[src/rtl/edge_event_arbiter_pkg.sv]
// Shared definitions for the edge event arbiter: FSM state encoding and
// the width helpers used to size channel indices.
package edge_event_arbiter_pkg;

  // Two-state grant FSM: waiting for a pending channel, or offering one.
  typedef enum logic {
    ST_IDLE  = 1'b0,
    ST_OFFER = 1'b1
  } state_t;

  // Ceiling log2 for elaboration-time sizing.
  function automatic int clog2_f(input int n);
    int r;
    r = 0;
    for (int v = 1; v < n; v = v * 2) begin
      r = r + 1;
    end
    return r;
  endfunction

  // Channel index width: never narrower than one bit.
  function automatic int idw_f(input int n);
    return (clog2_f(n) < 1) ? 1 : clog2_f(n);
  endfunction

endpackage

[src/rtl/edge_event_arbiter_rr_pick.sv]
// Round-robin picker: returns the first set request at or above ptr,
// wrapping back to index 0. Purely combinational.
module rr_pick
  import edge_event_arbiter_pkg::*;
#(
  parameter int N   = 2,
  parameter int IDW = idw_f(N)
) (
  input  logic [N-1:0]   req,
  input  logic [IDW-1:0] ptr,
  output logic           any,
  output logic [IDW-1:0] idx
);

  int w_j;

  // Scan offsets from the far end down so the nearest request to ptr wins.
  always_comb begin
    any = 1'b0;
    idx = {IDW{1'b0}};
    w_j = 0;
    for (int k = N - 1; k >= 0; k--) begin
      w_j = int'(ptr) + k;
      w_j = (w_j >= N) ? (w_j - N) : w_j;
      any = any | req[w_j];
      idx = req[w_j] ? IDW'(w_j) : idx;
    end
  end

endmodule

[src/rtl/edge_event_arbiter.sv]
// Edge event arbiter: detects rising edges on N level inputs, latches them
// as pending events and hands them one at a time, round-robin, to a single
// consumer over a valid/ready handshake. A new edge on a channel that is
// still pending (and not leaving on that edge) is recorded as an overrun.
module edge_event_arbiter
  import edge_event_arbiter_pkg::*;
#(
  parameter int N   = 2,
  parameter int IDW = idw_f(N)
) (
  input  logic           clk,
  input  logic           rst,
  input  logic [N-1:0]   entrada,
  output logic           evt_valid,
  output logic [IDW-1:0] evt_id,
  input  logic           evt_ready,
  output logic [N-1:0]   pending,
  output logic [N-1:0]   overrun,
  input  logic           clr_overrun
);

  logic [N-1:0]   r_prev;
  logic [N-1:0]   r_pending;
  logic [N-1:0]   r_overrun;
  state_t         r_state;
  logic           r_valid;
  logic [IDW-1:0] r_id;
  logic [IDW-1:0] r_ptr;

  logic [N-1:0]   w_rise;
  logic [N-1:0]   w_taken;
  logic [N-1:0]   w_pending_nxt;
  logic [N-1:0]   w_overrun_nxt;
  logic           w_xfer;
  logic           w_any;
  logic [IDW-1:0] w_idx;
  logic [IDW-1:0] w_ptr_nxt;

  // A transfer only exists while an event is actually being offered.
  assign w_rise = entrada & ~r_prev;
  assign w_xfer = r_valid & evt_ready;

  // One-hot mask of the channel leaving on this edge (all zero if none).
  always_comb begin
    w_taken = {N{1'b0}};
    for (int i = 0; i < N; i++) begin
      w_taken[i] = w_xfer & (r_id == IDW'(i));
    end
  end

  // A rise coinciding with its own channel's transfer re-arms pending
  // instead of being counted as lost; an overrun set beats a clear.
  assign w_pending_nxt = (r_pending & ~w_taken) | w_rise;
  assign w_overrun_nxt = (clr_overrun ? {N{1'b0}} : r_overrun)
                       | (w_rise & r_pending & ~w_taken);

  // Next search start is the channel just after the one granted.
  assign w_ptr_nxt = (r_id == IDW'(N - 1)) ? {IDW{1'b0}} : (r_id + IDW'(1));

  rr_pick #(
    .N   (N),
    .IDW (IDW)
  ) u_rr_pick (
    .req (r_pending),
    .ptr (r_ptr),
    .any (w_any),
    .idx (w_idx)
  );

  // Edge history and per-channel pending/overrun flags.
  always_ff @(posedge clk or negedge rst) begin
    if (!rst) begin
      r_prev    <= {N{1'b0}};
      r_pending <= {N{1'b0}};
      r_overrun <= {N{1'b0}};
    end else begin
      r_prev    <= entrada;
      r_pending <= w_pending_nxt;
      r_overrun <= w_overrun_nxt;
    end
  end

  // Grant FSM: pick a pending channel, then hold the offer until accepted.
  always_ff @(posedge clk or negedge rst) begin
    if (!rst) begin
      r_state <= ST_IDLE;
      r_valid <= 1'b0;
      r_id    <= {IDW{1'b0}};
      r_ptr   <= {IDW{1'b0}};
    end else begin
      case (r_state)
        ST_IDLE: begin
          if (w_any) begin
            r_id    <= w_idx;
            r_valid <= 1'b1;
            r_state <= ST_OFFER;
          end else begin
            r_valid <= 1'b0;
          end
        end
        ST_OFFER: begin
          if (w_xfer) begin
            r_valid <= 1'b0;
            r_ptr   <= w_ptr_nxt;
            r_state <= ST_IDLE;
          end else begin
            r_valid <= 1'b1;
          end
        end
        default: begin
          r_valid <= 1'b0;
          r_state <= ST_IDLE;
        end
      endcase
    end
  end

  assign evt_valid = r_valid;
  assign evt_id    = r_id;
  assign pending   = r_pending;
  assign overrun   = r_overrun;

endmodule
[config.mk]
export PLATFORM = sky130hd
export DESIGN_NAME = edge_event_arbiter
export DESIGN_NICKNAME = d
export VERILOG_FILES = /design/src/rtl/edge_event_arbiter_pkg.sv /design/src/rtl/edge_event_arbiter_rr_pick.sv /design/src/rtl/edge_event_arbiter.sv
export SDC_FILE = /design/constraint.sdc
export NUM_CORES = 1
export LEC_CHECK = 0
export ABC_AREA = 1
export CORE_MARGIN = 2
export CORE_UTILIZATION = 25
export DETAILED_ROUTE_END_ITERATION = 10
export DONT_BUFFER_PORTS = 1
export HOLD_SLACK_MARGIN = 0.08
export PLACE_DENSITY = 0.36
export SETUP_SLACK_MARGIN = 0.15
export SLEW_MARGIN = 15
export SYNTH_ARGS = -nofsm -noshare
export SYNTH_HDL_FRONTEND = slang
export SYNTH_SLANG_ARGS = --single-unit
[constraint.sdc]
create_clock -name clk -period 0.8 [get_ports clk]
set_input_delay 0.16 -clock clk [delete_from_list [all_inputs] [get_ports clk]]
set_output_delay 0.16 -clock clk [all_outputs]
set_load 0.03 [all_outputs]
==> results.txt, run 1 <==
CTS tree: done
Crit path arrival time: 0.82 ns
GRT met1 Usage: 12.1%
P_sw: 964 uW
met2 GRT Util: 16.6%
PwrDens: 4030 nW/um^2
largest net degree at the start of global routing: 10
DP HPWL: 552 um
RePlAce Congestion: 0.612
fin nets: 64
slowest stage delay, CP: 0.41 ns
gr busiest metal: met2
Antenna Nets Post-Route: 0
Design Area, Final: 604 sq um
switching share of power: 39.6%
row cnt: 13
Top Ports: 12
Starting DRT DRC Count: 1
Vias: 305
area of the die: 1730 sq um
CP Cell Sequence: buf_12
Internal: 1.47 mW
sequential element share of the synthesized area: 63.8%
vias in the first global route: 335
GRT Util Overall: 10.9%
WHS: -0.104 ns
#FFs+latches synth: 9
Placement Cell Area: 450 sq um
Logic pwr share: 54.8%
CTS H-tree depth: 1
Die Wd: 41.6 um
CP max FO: 2
Initial Util: 26.8%
outcome: finished with violations
kind of critical path: register to output pin
Max-Cap Viols: 0
final-report setup violation count: 12
final instance count without filler cells: 72
clk buf depth: 2
Antenna Cells: 0
Reg2Reg Setup Slack: -0.08 ns
Avg Inst Size Synth: 8.82 sq um
first-pass GRT wire length: 1350 um
fillers: 135
WL/cell: 10.4 um
Vias/cell: 4.24
Slew @ Worst Pin: 0.425 ns
clock network fraction of total power: 14.0%
Layout Area Growth over Synthesis: 71.3%
Critical Path Sink Type: output pin
Hold Buf Count CTS: 3
fin crit period: 0.977 ns
cell count after placement: 61
Setup WS post-layout: -0.177 ns
clock latency on the worst-skew pair: 0.25 ns
clock sink count: 9
Syn. warnings: 0
Pins Over Slew Limit: 0
commonest non-fill, non-tap cell in the layout: nand2_1
Slew HR: 71.7%
wirelength, routed: 752 um
synthesized area: 353 sq um
CP Data Required Time: 0.64 ns
CTS clk-pin slew, worst paths: 0.06 ns
Worst Skew: 0.00114 ns
peak supply drop: 1600 uV
largest delay contributor family on the critical path: flip-flops
Seq pwr share: 31.1%
total congestion overflow: 0
Inserted Clock Buffers: 3
Leak: 0.307 nW
cell count after synthesis: 40
Hold WC Path Type: input port to asynchronous set/reset pin
failing checks: negative hold slack, negative setup slack
Clock Root Buffer: clkbuf_4
commonest non-fill, non-tap cells in the layout: 10 x nand2_1, 8 x buf_6, 5 x dfrtp_1
Fmax: 1020 MHz
input/output buffers: 0
Worst setup SP type: register
initial antenna violation count: 0
DRT Pass-1 Iters: 4
Yosys cell types: 8
total core area: 1320 sq um
Layout Utilization: 45.9%
chip height: 41.6 um
DRC: 0
met3 Use GR: 4.78%
Synthesized Nets: 46
unrepaired setup endpoints after global routing: true
final hold vios: 10
Tcrit/Tclk final: 122%
crit path buf inv count: 1
Slowest-stage cell, CP: dfrtp_1
share of cells above drive strength 1: 49.1%
[stage by stage]
stage	setup WS [ns]	total power [mW]	setup TNS, ns
after global routing	-0.216	2.62	-2.00
after global placement	0.0280	1.63	0
after detailed placement	-0.00316	1.65	-0.00316
after floorplan	-0.0531	1.29	-0.207
final	-0.177	2.43	-1.42
after CTS	-0.192	2.39	-1.52
[state kept, by name (all words and copies together), names as in the netlist]
| name | flops |
|---|---|
| overrun | 2 |
| pending | 2 |
| r_prev | 2 |
| evt_id | 1 |
| evt_valid | 1 |
| r_ptr | 1 |
[synthesized netlist by cell type]
library cell,n,area [sq um]
dfrtp_1,9,225
inv_1,6,22.5
inv_2,2,7.51
nand2_1,13,48.8
nand2_2,1,6.26
nand3_1,3,15.0
nor2_1,2,7.51
o21ai_1,4,20.0
[routing by layer]
layer | wire length, um | up-vias
met5 | 0 | -
met4 | 0 | 0
met3 | 55 | 0
met2 | 383 | 12
met1 | 312 | 139
li1 | - | 154
[kinds of logic (layout without fill, tap and decap cells)]
kind of cell | count (synthesis) | count (layout) | synth area share, %
AOI/OAI and AO/OA | 4 | 4 | 5.67
buffers and inverters | 8 | 25 | 8.51
DFF | 9 | 9 | 63.8
and+or+nand+nor | 19 | 19 | 22.0
[area by class of cell]
| cell class | instances | area, sq um | share of cell area, % |
|---|---|---|---|
| Sequential cell | 9 | 230 | 38.1 |
| Timing Repair Buffer | 13 | 163 | 26.9 |
| Multi-Input combinational cell | 23 | 134 | 22.2 |
| Inverter | 8 | 32.5 | 5.38 |
| Clock buffer | 4 | 26.3 | 4.35 |
| Tap cell | 15 | 18.8 | 3.11 |
[power groups by stage]
stage / Clock, mW / Sequential (mW) / Combinational, mW
2_1_floorplan: 0 / 1.02 / 0.268
3_3_place_gp: 0 / 0.796 / 0.833
3_5_place_dp: 0 / 0.802 / 0.847
4_1_cts: 0.366 / 0.754 / 1.27
5_1_grt: 0.393 / 0.780 / 1.44
6_report: 0.342 / 0.758 / 1.33
[path summary, 6_finish.rpt]
path,startpoint,depth (start not counted),to
hold reg to reg,r_prev[1],1,pending[1]
setup reg to reg,evt_valid,5,r_ptr
min in group clk,evt_ready,1,evt_valid
max in group asynchronous,rst,1,pending[1]
hold / removal,rst,1,r_ptr
setup / recovery,overrun[0],1,overrun[0]
[repair_timing]
item | CTS | global route
setup endpoints to repair | 13 | 17
setup buffers | 4 | 0
resized for setup | 14 | 5
pin swaps | 1 | 5
hold endpoints to repair | 17 | 12
(Power assumes the default switching activity.)
==> run 2, diff against run 1 <==
Settings changed: CTS_BUF_LIST set to sky130_fd_sc_hd__clkbuf_4 sky130_fd_sc_hd__clkbuf_8 sky130_fd_sc_hd__clkbuf_16, SKIP_CTS_REPAIR_TIMING set to 1.
==> run 2 against run 1 <==
The flow finishes with violations (negative setup slack). Combinational power fell by 17%. Final cell count did not move. Design area decreased by 5.2%. Global-route usage is 0.82 points lower. Critical path depth unchanged. Flip-flop and latch count unchanged. Largest power group unchanged. Clock skew rose by 0.0011 ns. Hold slack gained 0.17 ns. Highest routed layer unchanged. Non-clock buffer count stayed put. Critical path type unchanged. Sequential share of layout area increased by 2.1 points.
==> results.txt, run 2 (synthesized netlist as in run 1, its figures left out) <==
Slowest-stage cell, CP: dfrtp_2 (was dfrtp_1)
Clock Root Buffer: clkbuf_4 (unchanged)
commonest non-fill, non-tap cells in the layout: 13 x nand2_1, 6 x inv_1, 6 x buf_6 (was 10 x nand2_1, 8 x buf_6, 5 x dfrtp_1)
fin crit period: 0.986 ns (was 0.977 ns)
DP HPWL: 552 um (unchanged)
CTS H-tree depth: 1 (unchanged)
commonest non-fill, non-tap cell in the layout: nand2_1 (unchanged)
Worst setup SP type: register (unchanged)
PwrDens: 3970 nW/um^2 (was 4030 nW/um^2)
Hold WC Path Type: input port to register (was input port to asynchronous set/reset pin)
row cnt: 13 (unchanged)
crit path buf inv count: 1 (unchanged)
initial antenna violation count: 0 (unchanged)
CTS tree: done (unchanged)
kind of critical path: register to output pin (unchanged)
CTS clk-pin slew, worst paths: 0.06 ns (about the same)
Die Wd: 41.6 um (unchanged)
Initial Util: 26.8% (unchanged)
chip height: 41.6 um (unchanged)
Slew HR: 71.3% (was 71.7%)
total congestion overflow: 0 (unchanged)
RePlAce Congestion: 0.612 (unchanged)
CP Data Required Time: 0.64 ns (about the same)
largest delay contributor family on the critical path: flip-flops (unchanged)
clock latency on the worst-skew pair: 0.25 ns (about the same)
Crit path arrival time: 0.83 ns (was 0.82 ns)
final instance count without filler cells: 72 (unchanged)
CP max FO: 3 (was 2)
WL/cell: 9.83 um (was 10.4 um)
Antenna Cells: 0 (unchanged)
clock sink count: 9 (unchanged)
Layout Area Growth over Synthesis: 62.4% (was 71.3%)
vias in the first global route: 291 (was 335)
Vias: 298 (was 305)
Leak: 0.297 nW (was 0.307 nW)
Inserted Clock Buffers: 3 (unchanged)
Vias/cell: 4.14 (was 4.24)
Antenna Nets Post-Route: 0 (unchanged)
area of the die: 1730 sq um (unchanged)
Tcrit/Tclk final: 123% (was 122%)
CP Cell Sequence: buf_6 (was buf_12)
wirelength, routed: 708 um (was 752 um)
input/output buffers: 0 (unchanged)
WHS: 0.0628 ns (was -0.104 ns)
peak supply drop: 1410 uV (was 1600 uV)
Max-Cap Viols: 0 (unchanged)
Setup WS post-layout: -0.186 ns (was -0.177 ns)
Starting DRT DRC Count: 3 (was 1)
unrepaired setup endpoints after global routing: true (unchanged)
slowest stage delay, CP: 0.43 ns (was 0.41 ns)
Slew @ Worst Pin: 0.429 ns (was 0.425 ns)
worst slack, placed: -0.00316 ns (unchanged)
final-report setup violation count: 8 (was 12)
Reg2Reg Setup Slack: -0.09 ns (was -0.08 ns)
GRT Util Overall: 10.1% (was 10.9%)
Critical Path Sink Type: output pin (unchanged)
Fmax: 1010 MHz (was 1020 MHz)
Worst Skew: 0.00222 ns (was 0.00114 ns)
share of cells above drive strength 1: 36.8% (was 49.1%)
Pins Over Slew Limit: 0 (unchanged)
outcome: finished with violations (unchanged)
DRC: 0 (unchanged)
final hold vios: 0 (was 10)
clk buf depth: 2 (unchanged)
DRT Pass-1 Iters: 5 (was 4)
total core area: 1320 sq um (unchanged)
cell count after placement: 61 (unchanged)
fin nets: 64 (unchanged)
Top Ports: 12 (unchanged)
first-pass GRT wire length: 1240 um (was 1350 um)
largest net degree at the start of global routing: 10 (unchanged)
failing checks: negative setup slack (was negative hold slack, negative setup slack)
run 2: cell count changes in the layout (fill, tap and decap cells not counted), sizes merged:
cell | previous run | this run
dlymetal6s4s | 1 | 0
buf | 10 | 9
dlygate4sd3 | 2 | 4
run 2: final cells by class:
class / instances / area [sq um]
Inverter: 8 / 30.0
Fill cell: 144 / 744
Multi-Input combinational cell: 23 / 109
Sequential cell: 9 / 230
Tap cell: 15 / 18.8
Clock buffer: 4 / 30.0
Timing Repair Buffer: 13 / 155
run 2: final timing paths:
kind / end / cells after the start / startpoint
max in group asynchronous: pending[1] / 1 / rst
max: pending[0] / 1 / pending[0]
min in group asynchronous: r_ptr / 1 / rst
max reg2reg: evt_valid / 3 / pending[0]
min: overrun[0] / 3 / clr_overrun
min reg2reg: pending[1] / 1 / r_prev[1]
run 2: routing by layer:
layer / vias up / global-route usage [%] / share of wire (%) / routed length, um
li1: 155 / - / - / -
met1: 133 / 10.7 / 43 / 303
met2: 10 / 14.4 / 50 / 352
met3: 0 / 6.09 / 7.2 / 51
met4: 0 / 7.74 / 0 / 0
met5: - / 0 / 0 / 0
run 2: power by group:
part / internal, mW / switching, mW / total [mW] / leakage (nW)
logic: 0.545 / 0.570 / 1.11 / 0.177
clock network: 0.225 / 0.149 / 0.375 / 0.0184
registers: 0.632 / 0.152 / 0.784 / 0.102
total: 1.40 / 0.871 / 2.27 / 0.297
run 2: tightest hold or removal path, cell delays in order:
cell	delay (ns)
inv_1	0.03
nand2_1	0.05
nand2_1	0.05
run 2: stage by stage:
step	utilization, %	area [sq um]	power [mW]	TNS [ns]
after floorplan	-	362	1.29	-0.207
after global placement	34.2	450	1.63	0
after detailed placement	34.2	450	1.65	-0.00316
after CTS	36.5	480	2.05	-1.33
after global routing	43.5	573	2.45	-1.73
final	43.5	573	2.27	-1.24
